<file path="src/rtl/lbg_vq_search_if.sv">
// Sample-in / result-out handshake bundle for the nearest-codeword search.
interface lbg_vq_search_if #(
  parameter int unsigned ADDR_WIDTH = 4,
  parameter int unsigned DATA_WIDTH = 13
);
  logic                         in_valid;
  logic                         in_ready;
  logic signed [DATA_WIDTH-1:0] in_sample;
  logic                         out_valid;
  logic                         out_ready;
  logic [ADDR_WIDTH-1:0]        out_index;
  logic signed [DATA_WIDTH-1:0] out_codeword;
  logic [DATA_WIDTH:0]          out_dist;

  modport master (
    output in_valid, in_sample, out_ready,
    input  in_ready, out_valid, out_index, out_codeword, out_dist
  );

  modport slave (
    input  in_valid, in_sample, out_ready,
    output in_ready, out_valid, out_index, out_codeword, out_dist
  );
endinterface

</file>
<file path="src/rtl/lbg_vq_search.sv">
// Exhaustive nearest-codeword search: scans a codebook ROM once per sample and
// returns the index, value and absolute distance of the closest entry.
module lbg_vq_search #(
  parameter int unsigned ADDR_WIDTH  = 4,
  parameter int unsigned DATA_WIDTH  = 13,
  parameter int unsigned ROM_OUT_REG = 0
) (
  input  logic                         clk,
  input  logic                         rst,
  lbg_vq_search_if.slave               bus,
  output logic [ADDR_WIDTH-1:0]        rom_addr,
  input  logic signed [DATA_WIDTH-1:0] rom_data,
  output logic                         busy
);

  localparam int unsigned DW1 = DATA_WIDTH + 1;
  localparam logic [ADDR_WIDTH-1:0] LAST = '1;

  typedef enum logic [1:0] {IDLE, SCAN, DONE} state_e;

  state_e                       state_q;
  logic signed [DATA_WIDTH-1:0] sample_q;
  logic                         issuing_q;
  logic [ADDR_WIDTH-1:0]        rom_addr_q;

  logic                         st_vld_q;
  logic [ADDR_WIDTH-1:0]        st_idx_q;
  logic signed [DATA_WIDTH-1:0] st_cw_q;
  logic [DW1-1:0]               st_dist_q;

  logic [ADDR_WIDTH-1:0]        best_idx_q;
  logic signed [DATA_WIDTH-1:0] best_cw_q;
  logic [DW1-1:0]               best_dist_q;

  logic                         in_ready_q;
  logic                         out_valid_q;
  logic                         busy_q;
  logic [ADDR_WIDTH-1:0]        out_index_q;
  logic signed [DATA_WIDTH-1:0] out_cw_q;
  logic [DW1-1:0]               out_dist_q;

  logic                         pair_vld_c;
  logic [ADDR_WIDTH-1:0]        pair_addr_c;
  logic signed [DW1-1:0]        diff_c;
  logic [DW1-1:0]               abs_c;
  logic                         take_c;
  logic [ADDR_WIDTH-1:0]        mrg_idx_c;
  logic signed [DATA_WIDTH-1:0] mrg_cw_c;
  logic [DW1-1:0]               mrg_dist_c;
  logic                         final_c;

  // Address/valid delay line aligning each ROM word with the address that fetched it.
  generate
    if (ROM_OUT_REG == 0) begin : g_comb_rom
      assign pair_vld_c  = issuing_q;
      assign pair_addr_c = rom_addr_q;
    end else begin : g_reg_rom
      logic                  dly_vld_q;
      logic [ADDR_WIDTH-1:0] dly_addr_q;
      always_ff @(posedge clk) begin
        if (rst) begin
          dly_vld_q  <= 1'b0;
          dly_addr_q <= '0;
        end else begin
          dly_vld_q  <= issuing_q;
          dly_addr_q <= rom_addr_q;
        end
      end
      assign pair_vld_c  = dly_vld_q;
      assign pair_addr_c = dly_addr_q;
    end
  endgenerate

  always_comb begin
    diff_c     = DW1'(sample_q) - DW1'(rom_data);
    abs_c      = diff_c[DW1-1] ? DW1'(-diff_c) : DW1'(diff_c);
    take_c     = st_dist_q < best_dist_q;
    mrg_idx_c  = take_c ? st_idx_q : best_idx_q;
    mrg_cw_c   = take_c ? st_cw_q : best_cw_q;
    mrg_dist_c = take_c ? st_dist_q : best_dist_q;
    final_c    = st_vld_q && (st_idx_q == LAST);
  end

  // Control FSM plus the registered compare pipeline.
  always_ff @(posedge clk) begin
    if (rst) begin
      state_q     <= IDLE;
      sample_q    <= '0;
      issuing_q   <= 1'b0;
      rom_addr_q  <= '0;
      st_vld_q    <= 1'b0;
      st_idx_q    <= '0;
      st_cw_q     <= '0;
      st_dist_q   <= '0;
      best_idx_q  <= '0;
      best_cw_q   <= '0;
      best_dist_q <= '1;
      in_ready_q  <= 1'b0;
      out_valid_q <= 1'b0;
      busy_q      <= 1'b0;
      out_index_q <= '0;
      out_cw_q    <= '0;
      out_dist_q  <= '0;
    end else begin
      st_vld_q  <= pair_vld_c;
      st_idx_q  <= pair_addr_c;
      st_cw_q   <= rom_data;
      st_dist_q <= abs_c;
      case (state_q)
        IDLE: begin
          if (bus.in_valid && in_ready_q) begin
            sample_q    <= bus.in_sample;
            rom_addr_q  <= '0;
            issuing_q   <= 1'b1;
            best_dist_q <= '1;
            in_ready_q  <= 1'b0;
            busy_q      <= 1'b1;
            state_q     <= SCAN;
          end else begin
            in_ready_q <= 1'b1;
          end
        end
        SCAN: begin
          if (issuing_q) begin
            if (rom_addr_q == LAST) issuing_q <= 1'b0;
            else                    rom_addr_q <= rom_addr_q + ADDR_WIDTH'(1);
          end
          if (st_vld_q) begin
            best_idx_q  <= mrg_idx_c;
            best_cw_q   <= mrg_cw_c;
            best_dist_q <= mrg_dist_c;
          end
          // Last compare result goes straight to the outputs on the DONE edge.
          if (final_c) begin
            out_index_q <= mrg_idx_c;
            out_cw_q    <= mrg_cw_c;
            out_dist_q  <= mrg_dist_c;
            out_valid_q <= 1'b1;
            state_q     <= DONE;
          end
        end
        DONE: begin
          if (bus.out_ready) begin
            out_valid_q <= 1'b0;
            in_ready_q  <= 1'b1;
            busy_q      <= 1'b0;
            state_q     <= IDLE;
          end
        end
        default: state_q <= IDLE;
      endcase
    end
  end

  assign bus.in_ready     = in_ready_q;
  assign bus.out_valid    = out_valid_q;
  assign bus.out_index    = out_index_q;
  assign bus.out_codeword = out_cw_q;
  assign bus.out_dist     = out_dist_q;
  assign rom_addr         = rom_addr_q;
  assign busy             = busy_q;

endmodule

</file>
<file path="src/flat_wrapper.sv">
// flat-port wrapper written by rule: the top's interface ports become plain ports
module lbg_vq_search_flat 
#(
  parameter int unsigned ADDR_WIDTH  = 4,
  parameter int unsigned DATA_WIDTH  = 13,
  parameter int unsigned ROM_OUT_REG = 0
)
  (clk, rst, rom_addr, rom_data, busy, bus_in_valid, bus_in_sample, bus_out_ready, bus_in_ready, bus_out_valid, bus_out_index, bus_out_codeword, bus_out_dist);
  lbg_vq_search_if #(.ADDR_WIDTH(ADDR_WIDTH), .DATA_WIDTH(DATA_WIDTH)) bus_i ();
  input  logic clk;
  input  logic rst;
  output logic [ADDR_WIDTH-1:0] rom_addr;
  input  logic signed [DATA_WIDTH-1:0] rom_data;
  output logic busy;
  input wire logic [$bits(bus_i.in_valid)-1:0] bus_in_valid;
  input wire logic [$bits(bus_i.in_sample)-1:0] bus_in_sample;
  input wire logic [$bits(bus_i.out_ready)-1:0] bus_out_ready;
  output wire logic [$bits(bus_i.in_ready)-1:0] bus_in_ready;
  output wire logic [$bits(bus_i.out_valid)-1:0] bus_out_valid;
  output wire logic [$bits(bus_i.out_index)-1:0] bus_out_index;
  output wire logic [$bits(bus_i.out_codeword)-1:0] bus_out_codeword;
  output wire logic [$bits(bus_i.out_dist)-1:0] bus_out_dist;
  assign bus_i.in_valid = bus_in_valid;
  assign bus_i.in_sample = bus_in_sample;
  assign bus_i.out_ready = bus_out_ready;
  assign bus_in_ready = bus_i.in_ready;
  assign bus_out_valid = bus_i.out_valid;
  assign bus_out_index = bus_i.out_index;
  assign bus_out_codeword = bus_i.out_codeword;
  assign bus_out_dist = bus_i.out_dist;
  lbg_vq_search #(.ADDR_WIDTH(ADDR_WIDTH), .DATA_WIDTH(DATA_WIDTH), .ROM_OUT_REG(ROM_OUT_REG)) u_core (.clk(clk), .rst(rst), .bus(bus_i), .rom_addr(rom_addr), .rom_data(rom_data), .busy(busy));
endmodule
</file>
<file path="config.mk">
export PLATFORM = sky130hd
export DESIGN_NAME = lbg_vq_search_flat
export DESIGN_NICKNAME = d
export VERILOG_FILES = /design/src/rtl/lbg_vq_search_if.sv /design/src/rtl/lbg_vq_search.sv /design/src/flat_wrapper.sv
export SDC_FILE = /design/constraint.sdc
export NUM_CORES = 1
export LEC_CHECK = 0
export BUFFER_PORTS_ARGS = -buffer_cell sky130_fd_sc_hd__buf_4
export CAP_MARGIN = 10
export CORE_MARGIN = 8
export CORE_UTILIZATION = 35
export CTS_CLUSTER_SIZE = 16
export DETAILED_ROUTE_END_ITERATION = 10
export HOLD_SLACK_MARGIN = 0.06
export PLACE_DENSITY = 0.51
export SYNTH_ARGS = -nofsm -noshare
export SYNTH_HDL_FRONTEND = slang
export SYNTH_SLANG_ARGS = --single-unit
</file>
<file path="constraint.sdc">
create_clock -name clk -period 4.1 [get_ports clk]
set_input_delay 0.205 -clock clk [delete_from_list [all_inputs] [get_ports clk]]
set_output_delay 0.205 -clock clk [all_outputs]
set_load 0.02 [all_outputs]
</file>
Yosys cells after proc, flatten, opt, wreduce, memory -nomap -nowiden:

Cells that the tools add are included.

* equality and inequality tests: 10
* order comparisons: 1
* bitwise operators: 1
* add/subtract/negate cells: 3
* reductions and logical operators: 17
* multiplexer cells: 26

Operators with widths (count)
* two-way mux 14 bit: 3
* one-hot mux 14 bit (2 select lines): 1
* two-way mux 13 bit: 2
* two-way mux 4 bit: 4
* < comparator 14 bit: 1
* negator 14 bit: 1
* subtractor 13 x 13 -> 14 bit: 1
* AND reduction 3 bit: 4
* AND reduction 2 bit: 5
* == test 4 bit (second input constant): 2
* inequality test 2 x 1 -> 1 bit (second input constant): 4
* one-hot mux 1 bit (2 select lines): 4
* one-hot mux 4 bit (2 select lines): 1
* two-way mux 1 bit: 7
* two-way mux 2 bit: 3
* one-hot mux 2 bit (3 select lines): 1
* nonzero test 2 bit: 3
* adder 4 x 1 -> 4 bit (second input constant): 1
* inequality test 2 bit (second input constant): 2
* AND reduction 4 bit: 1
* == test 2 x 1 -> 1 bit (second input constant): 1
* == test 2 bit (second input constant): 1
* logical AND 1 bit: 2
* zero test 2 bit: 1
* other kinds (2): 2

* bits in registers: 117
* word-level logic and storage cells: 76

Longest topological paths before layout:

Gate-level depths: netlist (run 1).

* word-level depth: 4
* gate-level depth with buffers: 12
* depth with buffers taken out: 11

Least setup slack after synthesis (run 1):

Ideal clock, no wire load.

* path type: register to register
* start point: register u_core.sample_q[0]
* end point: register u_core.st_dist_q[12]
* path slack: 1.548 ns
* library setup time: 0.059 ns
* stages on the path, launching flop included: 12
* data required time: 4.041 ns
* arrival: 2.492 ns
* cells stage by stage: dfxtp_1 > inv_1 > ha_1 > fa_1 > nor2b_1 > o21ai_2 > a211oi_1 > o22ai_1 > a222oi_1 > nand4b_1 > a211o_1 > nand2_1

* longest elaborated chain between the ends: 3

RTL lines
* from (decl): line lbg_vq_search.sv:22 `logic signed [DATA_WIDTH-1:0] sample_q;`
* from (signal assigned): line lbg_vq_search.sv:112 `sample_q <= bus.in_sample;`
* subtractor 13 x 13 -> 14 bit *: line lbg_vq_search.sv:75 `diff_c = DW1'(sample_q) - DW1'(rom_data);`
* negator 14 bit: line lbg_vq_search.sv:76 `abs_c = diff_c[DW1-1] ? DW1'(-diff_c) : DW1'(diff_c);`
* two-way mux 13 bit *: line lbg_vq_search.sv:76
* to (signal assigned): line lbg_vq_search.sv:108 `st_dist_q <= abs_c;`
* to (decl): line lbg_vq_search.sv:29 `logic [DW1-1:0] st_dist_q;`

Every way passes the cells marked *; elsewhere a longest branch is shown, timed or not.
A chain may end at the register's enable or synchronous reset.

Final worst setup path (run 1):

* start point: input rom_data[0]
* end point: register u_core.st_dist_q[12]

* longest elaborated chain between the ends: 3

RTL lines
* from (decl): line flat_wrapper.sv:13 `input logic signed [DATA_WIDTH-1:0] rom_data;`
* subtractor 13 x 13 -> 14 bit *: line lbg_vq_search.sv:75
* negator 14 bit: line lbg_vq_search.sv:76
* two-way mux 13 bit *: line lbg_vq_search.sv:76

Marks and branches as above.

==> results of run 1 <==
==> Yosys cell counts (all sizes together), types with 2 or more instances <==
master | number | share of area (%)
nor4 | 2 | 0.23
or2 | 2 | 0.23
o22a | 14 | 2.3
or3 | 4 | 0.46
mux2i | 45 | 8.3
nand4 | 5 | 0.58
o21a | 5 | 0.70
xor2 | 8 | 1.3
o21bai | 2 | 0.28
nor2 | 56 | 3.9
a31oi | 7 | 0.81
nor3 | 17 | 1.8
nand2 | 52 | 3.6
nor2b | 12 | 1.5
xnor2 | 8 | 1.3
a21o | 7 | 1.0
inv | 32 | 2.2
a2111oi | 2 | 0.32
dfxtp | 117 | 43
o21ai | 43 | 4.2
a211oi | 4 | 0.79
clkbuf | 22 | 1.7
buf | 10 | 1.0
and2 | 3 | 0.35
nand2b | 2 | 0.23
a211o | 3 | 0.49
nand3 | 9 | 0.83
nand4b | 2 | 0.32
a21oi | 59 | 5.5
ha | 28 | 6.5
a31o | 2 | 0.32
==> kinds of logic (layout without fill, tap and decap cells) <==
kind of cell | after synthesis | count (layout) | synth area share [%]
flops | 117 | 117 | 43.4
compound gates | 163 | 163 | 19.2
xor+xnor | 16 | 16 | 2.60
buf+inv | 64 | 157 | 4.94
simple gates | 169 | 169 | 14.6
fa+ha+maj | 29 | 29 | 6.86
mux | 45 | 45 | 8.34
==> critical path, stage by stage <==
cell and delay, ns:
dlygate4sd3_1 0.54, buf_4 0.14, ha_1 0.24, fa_1 0.41
nor2b_1 0.23, o21ai_2 0.11, a211oi_1 0.30, o22ai_1 0.14
a222oi_1 0.44, nand4b_1 0.18, a211o_1 0.31, nand2_1 0.05
==> power breakdown <==
group | internal [mW] | total (mW) | switching (mW)
combinational | 0.147 | 0.330 | 0.183
clock | 1.17 | 1.67 | 0.501
sequential | 1.18 | 1.22 | 0.0366
==> registers in the layout, indices dropped and copies added, names as in the netlist <==
| signal | count |
|---|---|
| u_core.best_idx_q | 4 |
| u_core.rom_addr | 4 |
| u_core.busy | 1 |
| u_core.state_q | 2 |
| u_core.st_cw_q | 13 |
| u_core.best_cw_q | 13 |
| u_core.bus.out_dist | 14 |
| u_core.st_vld_q | 1 |
| u_core.bus.out_index | 4 |
| u_core.bus.out_codeword | 13 |
| u_core.st_dist_q | 14 |
| u_core.st_idx_q | 4 |
| u_core.issuing_q | 1 |
| u_core.bus.in_ready | 1 |
| u_core.sample_q | 13 |
| u_core.best_dist_q | 14 |
| u_core.bus.out_valid | 1 |
==> worst max-delay path by stage <==
stage                                                   from                                  end  slack (ns)  cells past startpoint
after floorplan              u_core.sample_q[0]$_SDFFE_PP0P_      u_core.st_dist_q[12]$_SDFF_PP0_        1.55                     11
after global placement    u_core.best_dist_q[7]$_SDFFE_PP1P_  u_core.best_dist_q[11]$_SDFFE_PP1P_        1.14                     10
after detailed placement  u_core.best_dist_q[7]$_SDFFE_PP1P_   u_core.best_dist_q[2]$_SDFFE_PP1P_         1.0                     10
after CTS                 u_core.best_dist_q[7]$_SDFFE_PP1P_   u_core.best_dist_q[2]$_SDFFE_PP1P_        0.99                     10
after global routing                             rom_data[1]      u_core.st_dist_q[10]$_SDFF_PP0_        1.02                     12
final                                            rom_data[0]      u_core.st_dist_q[12]$_SDFF_PP0_        1.14                     12
==> per-layer routing <==
layer	vias up	GRT usage (%)	routed length, um
li1	2283	-	-
met1	2021	18.4	6550
met2	82	20.5	5620
met3	12	4.42	629
met4	0	4.86	118
met5	-	0	0
==> stage by stage <==
step	power [mW]	cells	hold slack (ns)	cell area, um2	util [%]
3_3_place_gp	1.55	830	0.447	6040	39.9
2_1_floorplan	1.46	603	0.295	5400	-
6_report	3.22	884	0.0726	6920	45.7
4_1_cts	3.26	882	0.0641	6910	45.6
5_1_grt	3.37	884	0.0679	6920	45.7
3_5_place_dp	1.56	830	0.452	6040	39.9
==> layout make-up <==
| class | count | area (um2) |
|---|---|---|
| Clock buffer | 22 | 464 |
| Clock inverter | 10 | 200 |
| Multi-Input combinational cell | 422 | 2810 |
| Inverter | 32 | 120 |
| Timing Repair Buffer | 93 | 748 |
| Tap cell | 188 | 235 |
| Sequential cell | 117 | 2340 |
| Fill cell | 1441 | 8220 |
==> metrics, run 1 <==
ant diodes=0; Peak Freq=0.338 GHz; largest net degree at the start of global routing=a little under 70; TritonCTS Buffers=17; Vias=4398; first-pass GRT wire length=approximately 22 mm; root buf cell=clkbuf_16; Slew HR=25.7%; clock buffer depth=2; total gr overflow=0; reg-to-reg slack, setup=between 1 and 1.5 ns; PostCTS Resize Cnt=0; Net Count, Synth=around 660; max cap viols=0; Worst Setup End Kind=flip-flop; Clock Sinks=117; crit-path max FO=3; Synth cell types=62; final worst path period share=72.2%; sequential area share after synthesis=43.4%; Die Y=between 100 and 150 um; worst skew pair latency=0.42 ns; asr flop ratio synth=0%; DR iter-0 viols=282; most frequent cells in the layout=dfxtp_1, buf_4, a21oi_1, nor2_1, nand2_1; Setup Buffers After CTS=0; Leak Pwr=~3.1 nW; Slew @ Worst Pin=1.11 ns; most common cell after layout, fill and taps aside=dfxtp_1; Slew Limit Fails=0; DP HPWL=approximately 9.1 mm; Area growth, synth to finish=28.3%; Crit path required time=4.45 ns; chip width=roughly 140 um; status=completed; FF-to-FF path depth=11; IO buf count=between 60 and 70; Worst Hold Class=primary input to flip-flop; hold_sp=rom_data[4]; Post-CTS Hold Fix Bufs=20; Critical Path AT=3.32 ns; Yosys warning count=0; worst vdd ir=roughly 0.00027 V; PD cells=465 nW/um2; GRT Total Usage=13.8%; unrepaired setup endpoints after global routing=no; htree depth=4; WHS Path Cells=3; num ports=68; Via density=4.98; WL per Instance=14.6 um; initial antenna violation count=0; drc violations=0; layout cells sized above 1=17.1%; vias in the first global route=4406; Detail Route Antenna Nets=0; Total Wirelength=about 13 mm; ys flop type=dfxtp_1; setup violators final=0; Routability Congestion=approximately 0.8; CTS tree=built; Rows=45; pre-CTS setup slack=0.996 ns; nets=742; starting density of the core=35.6%; Post-synth EDFFs=0; clock-pin transition on the worst setup and hold timing paths=0.05 ns; setup TNS=0 ns; Final Critical Period=2.96 ns; Worst Setup Path Type=primary input to flip-flop; worst flop-to-flop path endpoint=u_core.st_dist_q[12]$_SDFF_PP0_; RR Startpoint=u_core.sample_q[0]$_SDFFE_PP0P_; Critical Path Start Type=primary input; Clock Skew=0.0131 ns; Syn Inst Count=603; Hold EP=u_core.st_cw_q[4]$_SDFF_PP0_; flop and latch count out of synthesis=117; Final WS setup=1.14 ns; TritonRoute pass-1 iters=5; Hold Vio Cnt, Final=0; mapped cell area=5400 um2; core area=15100 um2; die area=19700 um2; Synth Area per Inst=8.95 um2
Power figures use the tool's default switching activity.
==> run 2: changes to the inputs <==
--- a/config.mk
+++ b/config.mk
@@ -5,6 +5,7 @@
 export SDC_FILE = /design/constraint.sdc
 export NUM_CORES = 1
 export LEC_CHECK = 0
+export ABC_AREA = 1
 export BUFFER_PORTS_ARGS = -buffer_cell sky130_fd_sc_hd__buf_4
 export CAP_MARGIN = 10
 export CORE_MARGIN = 8
@@ -12,7 +13,7 @@
 export CTS_CLUSTER_SIZE = 16
 export DETAILED_ROUTE_END_ITERATION = 10
 export HOLD_SLACK_MARGIN = 0.06
-export PLACE_DENSITY = 0.51
+export PLACE_DENSITY = 0.5
 export SYNTH_ARGS = -nofsm -noshare
 export SYNTH_HDL_FRONTEND = slang
 export SYNTH_SLANG_ARGS = --single-unit
==> constraint.sdc (replaced) <==
create_clock -name clk -period 2.74 [get_ports clk]
set_input_delay 0.137 -clock clk [delete_from_list [all_inputs] [get_ports clk]]
set_output_delay 0.137 -clock clk [all_outputs]
set_load 0.02 [all_outputs]
==> metrics, run 2 <==
area leader, netlist=dfxtp_1 (unchanged); Slew HR=63.9% (was 25.7%); die area=21500 um2 (was 19700 um2); CP Cell Sequence=dlygate4sd3_1, buf_4, ha_1, fa_1, ha_1, inv_1, a21oi_1, nand3_1, nor2_1, nand2_2, nor2_2, inv_1, nand2_1, nand3_1, nand2_1, nor2_1 (was dlygate4sd3_1, buf_4, ha_1, fa_1, nor2b_1, o21ai_2, a211oi_1, o22ai_1, a222oi_1, nand4b_1, a211o_1, nand2_1); Final Core Density=44.6% (was 45.7%); most common cell after layout, fill and taps aside=nand2_1 (was dfxtp_1); DP HPWL=11.2 mm (was 9.14 mm); Synth Area per Inst=7.05 um2 (was 8.95 um2); largest net degree at the start of global routing=64 (was 69); drc violations=0 (unchanged); total gr overflow=0 (unchanged); Worst Path Buf+Inv=4 (was 2); switching share of power=26.5% (was 22.4%); Synth cell types=32 (was 62); Synth top cells by count=nand2_1, nand3_1, inv_1, dfxtp_1, nor2_1 (was dfxtp_1, a21oi_1, nor2_1, nand2_1, mux2i_1); WL per Instance=13.4 um (was 14.6 um); worst vdd ir=0.000483 V (was 0.000274 V); Worst Setup Path Type=primary input to flip-flop (unchanged); area of the multi-input gates=2950 um2 (was 2810 um2); sequential area share after synthesis=39.2% (was 43.4%); Crit path required time=3.05 ns (was 4.45 ns); FF-to-FF path depth=15 (was 11); most frequent cells in the layout=nand2_1, nand3_1, inv_1, dfxtp_1, buf_4 (was dfxtp_1, buf_4, a21oi_1, nor2_1, nand2_1); Detail Route Antenna Nets=0 (unchanged); status=completed (unchanged); Worst Setup End Kind=flip-flop (unchanged); Critical Path Start Type=primary input (unchanged); DR iter-0 viols=300 (was 282); post-synth top area share=39.2% (was 43.4%); chip width=147 um (was 140 um); CP Depth=16 (was 12); ant diodes=0 (unchanged); nets=995 (was 742); Die Y=147 um (was 140 um); starting density of the core=35.2% (was 35.6%); root buf cell=clkbuf_16 (unchanged); Pwr Total=4.84 mW (was 3.22 mW); flop and latch count out of synthesis=117 (unchanged); Post-synth EDFFs=0 (unchanged); Slew @ Worst Pin=0.541 ns (was 1.11 ns); WHS Path Cells=3 (unchanged); Peak Freq=0.419 GHz; first-pass GRT wire length=26.7 mm (was 21.9 mm); setup violators final=0 (unchanged); max cap viols=0 (unchanged); sequential share of power=38.4% (was 37.9%); IO buf count=67 (unchanged); PostCTS Resize Cnt=0 (unchanged); final worst path period share=87.2%; worst skew pair latency=0.42 ns (about the same); asr flop ratio synth=0% (unchanged); clock power share=46.4% (was 51.8%); crit-path max FO=3 (unchanged); Area growth, synth to finish=26.7% (was 28.3%); Rows=48 (was 45); Total Wirelength=15.7 mm (was 12.9 mm); layout cells sized above 1=15.4% (was 17.1%); PD cells=639 nW/um2 (was 465 nW/um2); combinational share of power=15.1% (was 10.3%); Via density=4.70 (was 4.98); CTS tree=built (unchanged); top-count cell post-synth=nand2_1 (was dfxtp_1); filler instances=1770 (was 1441); Sw Pwr=1.28 mW (was 721 uW); Hold Vio Cnt, Final=0 (unchanged); dpl cells=1114 (was 830); Vias=5510 (was 4398); GRT Total Usage=15.1% (was 13.8%); Routability Congestion=0.854 (was 0.788); CP max-delay cell=dlygate4sd3_1 (unchanged); FF/Latch Area=2340 um2 (unchanged); TritonCTS Buffers=17 (unchanged); ys flop type=dfxtp_1 (unchanged); clock buffer depth=2 (unchanged); num ports=68 (unchanged); setup TNS=0 ns (unchanged); clock-pin transition on the worst setup and hold timing paths=0.05 ns (about the same); core area=17000 um2 (was 15100 um2); Slew Limit Fails=0 (unchanged); Yosys warning count=0 (unchanged); Worst Hold Class=primary input to flip-flop (unchanged); Clock Skew=0.00975 ns (was 0.0131 ns); initial antenna violation count=0 (unchanged); Leak Pwr=3.86 nW (was 3.10 nW); Critical Path AT=2.70 ns (was 3.32 ns); vias in the first global route=5369 (was 4406); Finished Layout Cells=1172 (was 884); TritonRoute pass-1 iters=5 (unchanged); mapped cell area=5980 um2 (was 5400 um2); Worst path max stage delay=0.54 ns (about the same); htree depth=4 (unchanged); Final Critical Period=2.39 ns; Largest delay share family, worst path=adder cells (was compound AO/OA/AOI/OAI gates); internal power=3.56 mW (was 2.50 mW); Net Count, Synth=907 (was 662); synth top area cells=dfxtp_1, nand3_1, nand2_1 (was dfxtp_1, mux2i_1, ha_1); Clock Sinks=117 (unchanged); unrepaired setup endpoints after global routing=no (unchanged); Syn Inst Count=848 (was 603)
[run 2: cell count changes after synthesis, sizes merged, moves of 8 or more]
cell,change
nor2b,-12
a21oi,-26
o21ai,-20
nand2,+120
o22a,-14
xnor2,-8
nand3,+146
inv,+107
mux2i,-45
nor2,+19
o211ai,+48
buf,+8
nor3,-12
[run 2: cell type report]
| type | instances | area share, % |
|---|---|---|
| clock inverter | 9 | 1.68 |
| tap | 225 | 3.71 |
| clock buffer | 21 | 6.21 |
| timing repair buffer | 107 | 11.7 |
| multi-input combinational | 554 | 38.9 |
| inverter | 139 | 6.88 |
| sequential | 117 | 30.9 |
[run 2: final timing paths]
check                                                  endpoint                       startpoint  slack [ns]
worst min register to register       u_core.st_vld_q$_SDFF_PP0_    u_core.issuing_q$_SDFFE_PP0P_        0.45
worst max register to register  u_core.st_dist_q[10]$_SDFF_PP0_  u_core.sample_q[0]$_SDFFE_PP0P_        0.43
worst max-delay path            u_core.st_dist_q[10]$_SDFF_PP0_                      rom_data[0]        0.35
worst min-delay path            u_core.sample_q[0]$_SDFFE_PP0P_                 bus_in_sample[0]        0.12
[run 2: cell families (layout without fill, tap and decap cells)]
logic type      after synthesis  after routing  share of synthesized area [%]
simple gates                414            414                           31.1
buf+inv                     177            276                           11.6
flops                       117            117                           39.2
compound gates              109            109                           11.6
fa+ha+maj                    29             29                           6.19
xor+xnor                      2              2                          0.293
[run 2: worst register-to-register path: cells and delay by family, from the launching register on]
kind | cells | cell delay, ns
adders and majority gates | 3 | 0.89
DFF | 1 | 0.30
AOI/OAI and AO/OA | 1 | 0.11
buffers and inverters | 3 | 0.17
and+or+nand+nor | 8 | 0.73
[run 2: routing by layer]
layer	track usage (%)	vias up	routed length, um
met5	0	-	0
met4	4.38	0	154
met3	4.09	15	682
met2	22.7	92	6660
met1	20.8	2463	8210
li1	-	2940	-
[run 2: power groups by stage]
stage | combinational [mW] | sequential, mW | clock (mW)
floorplan | 0.534 | 1.87 | 0
global placement | 0.705 | 1.89 | 0
detailed placement | 0.707 | 1.89 | 0
CTS | 0.741 | 1.86 | 2.30
global route | 0.853 | 1.87 | 2.36
finish | 0.733 | 1.86 | 2.25
[run 2: metrics by stage]
stage	hold WS (ns)	setup WS (ns)	cell area, um2
6_report	0.116	0.351	7580
5_1_grt	0.143	0.124	7580
4_1_cts	0.109	0.338	7580
3_5_place_dp	0.386	0.420	6700
3_3_place_gp	0.390	0.437	6700
2_1_floorplan	0.244	0.617	5980
[run 2: what timing repair did]
action | CTS | global route
hold buffers | 28 | 0
endpoints found under the hold margin | 29 | 0
setup buffers | 0 | 0
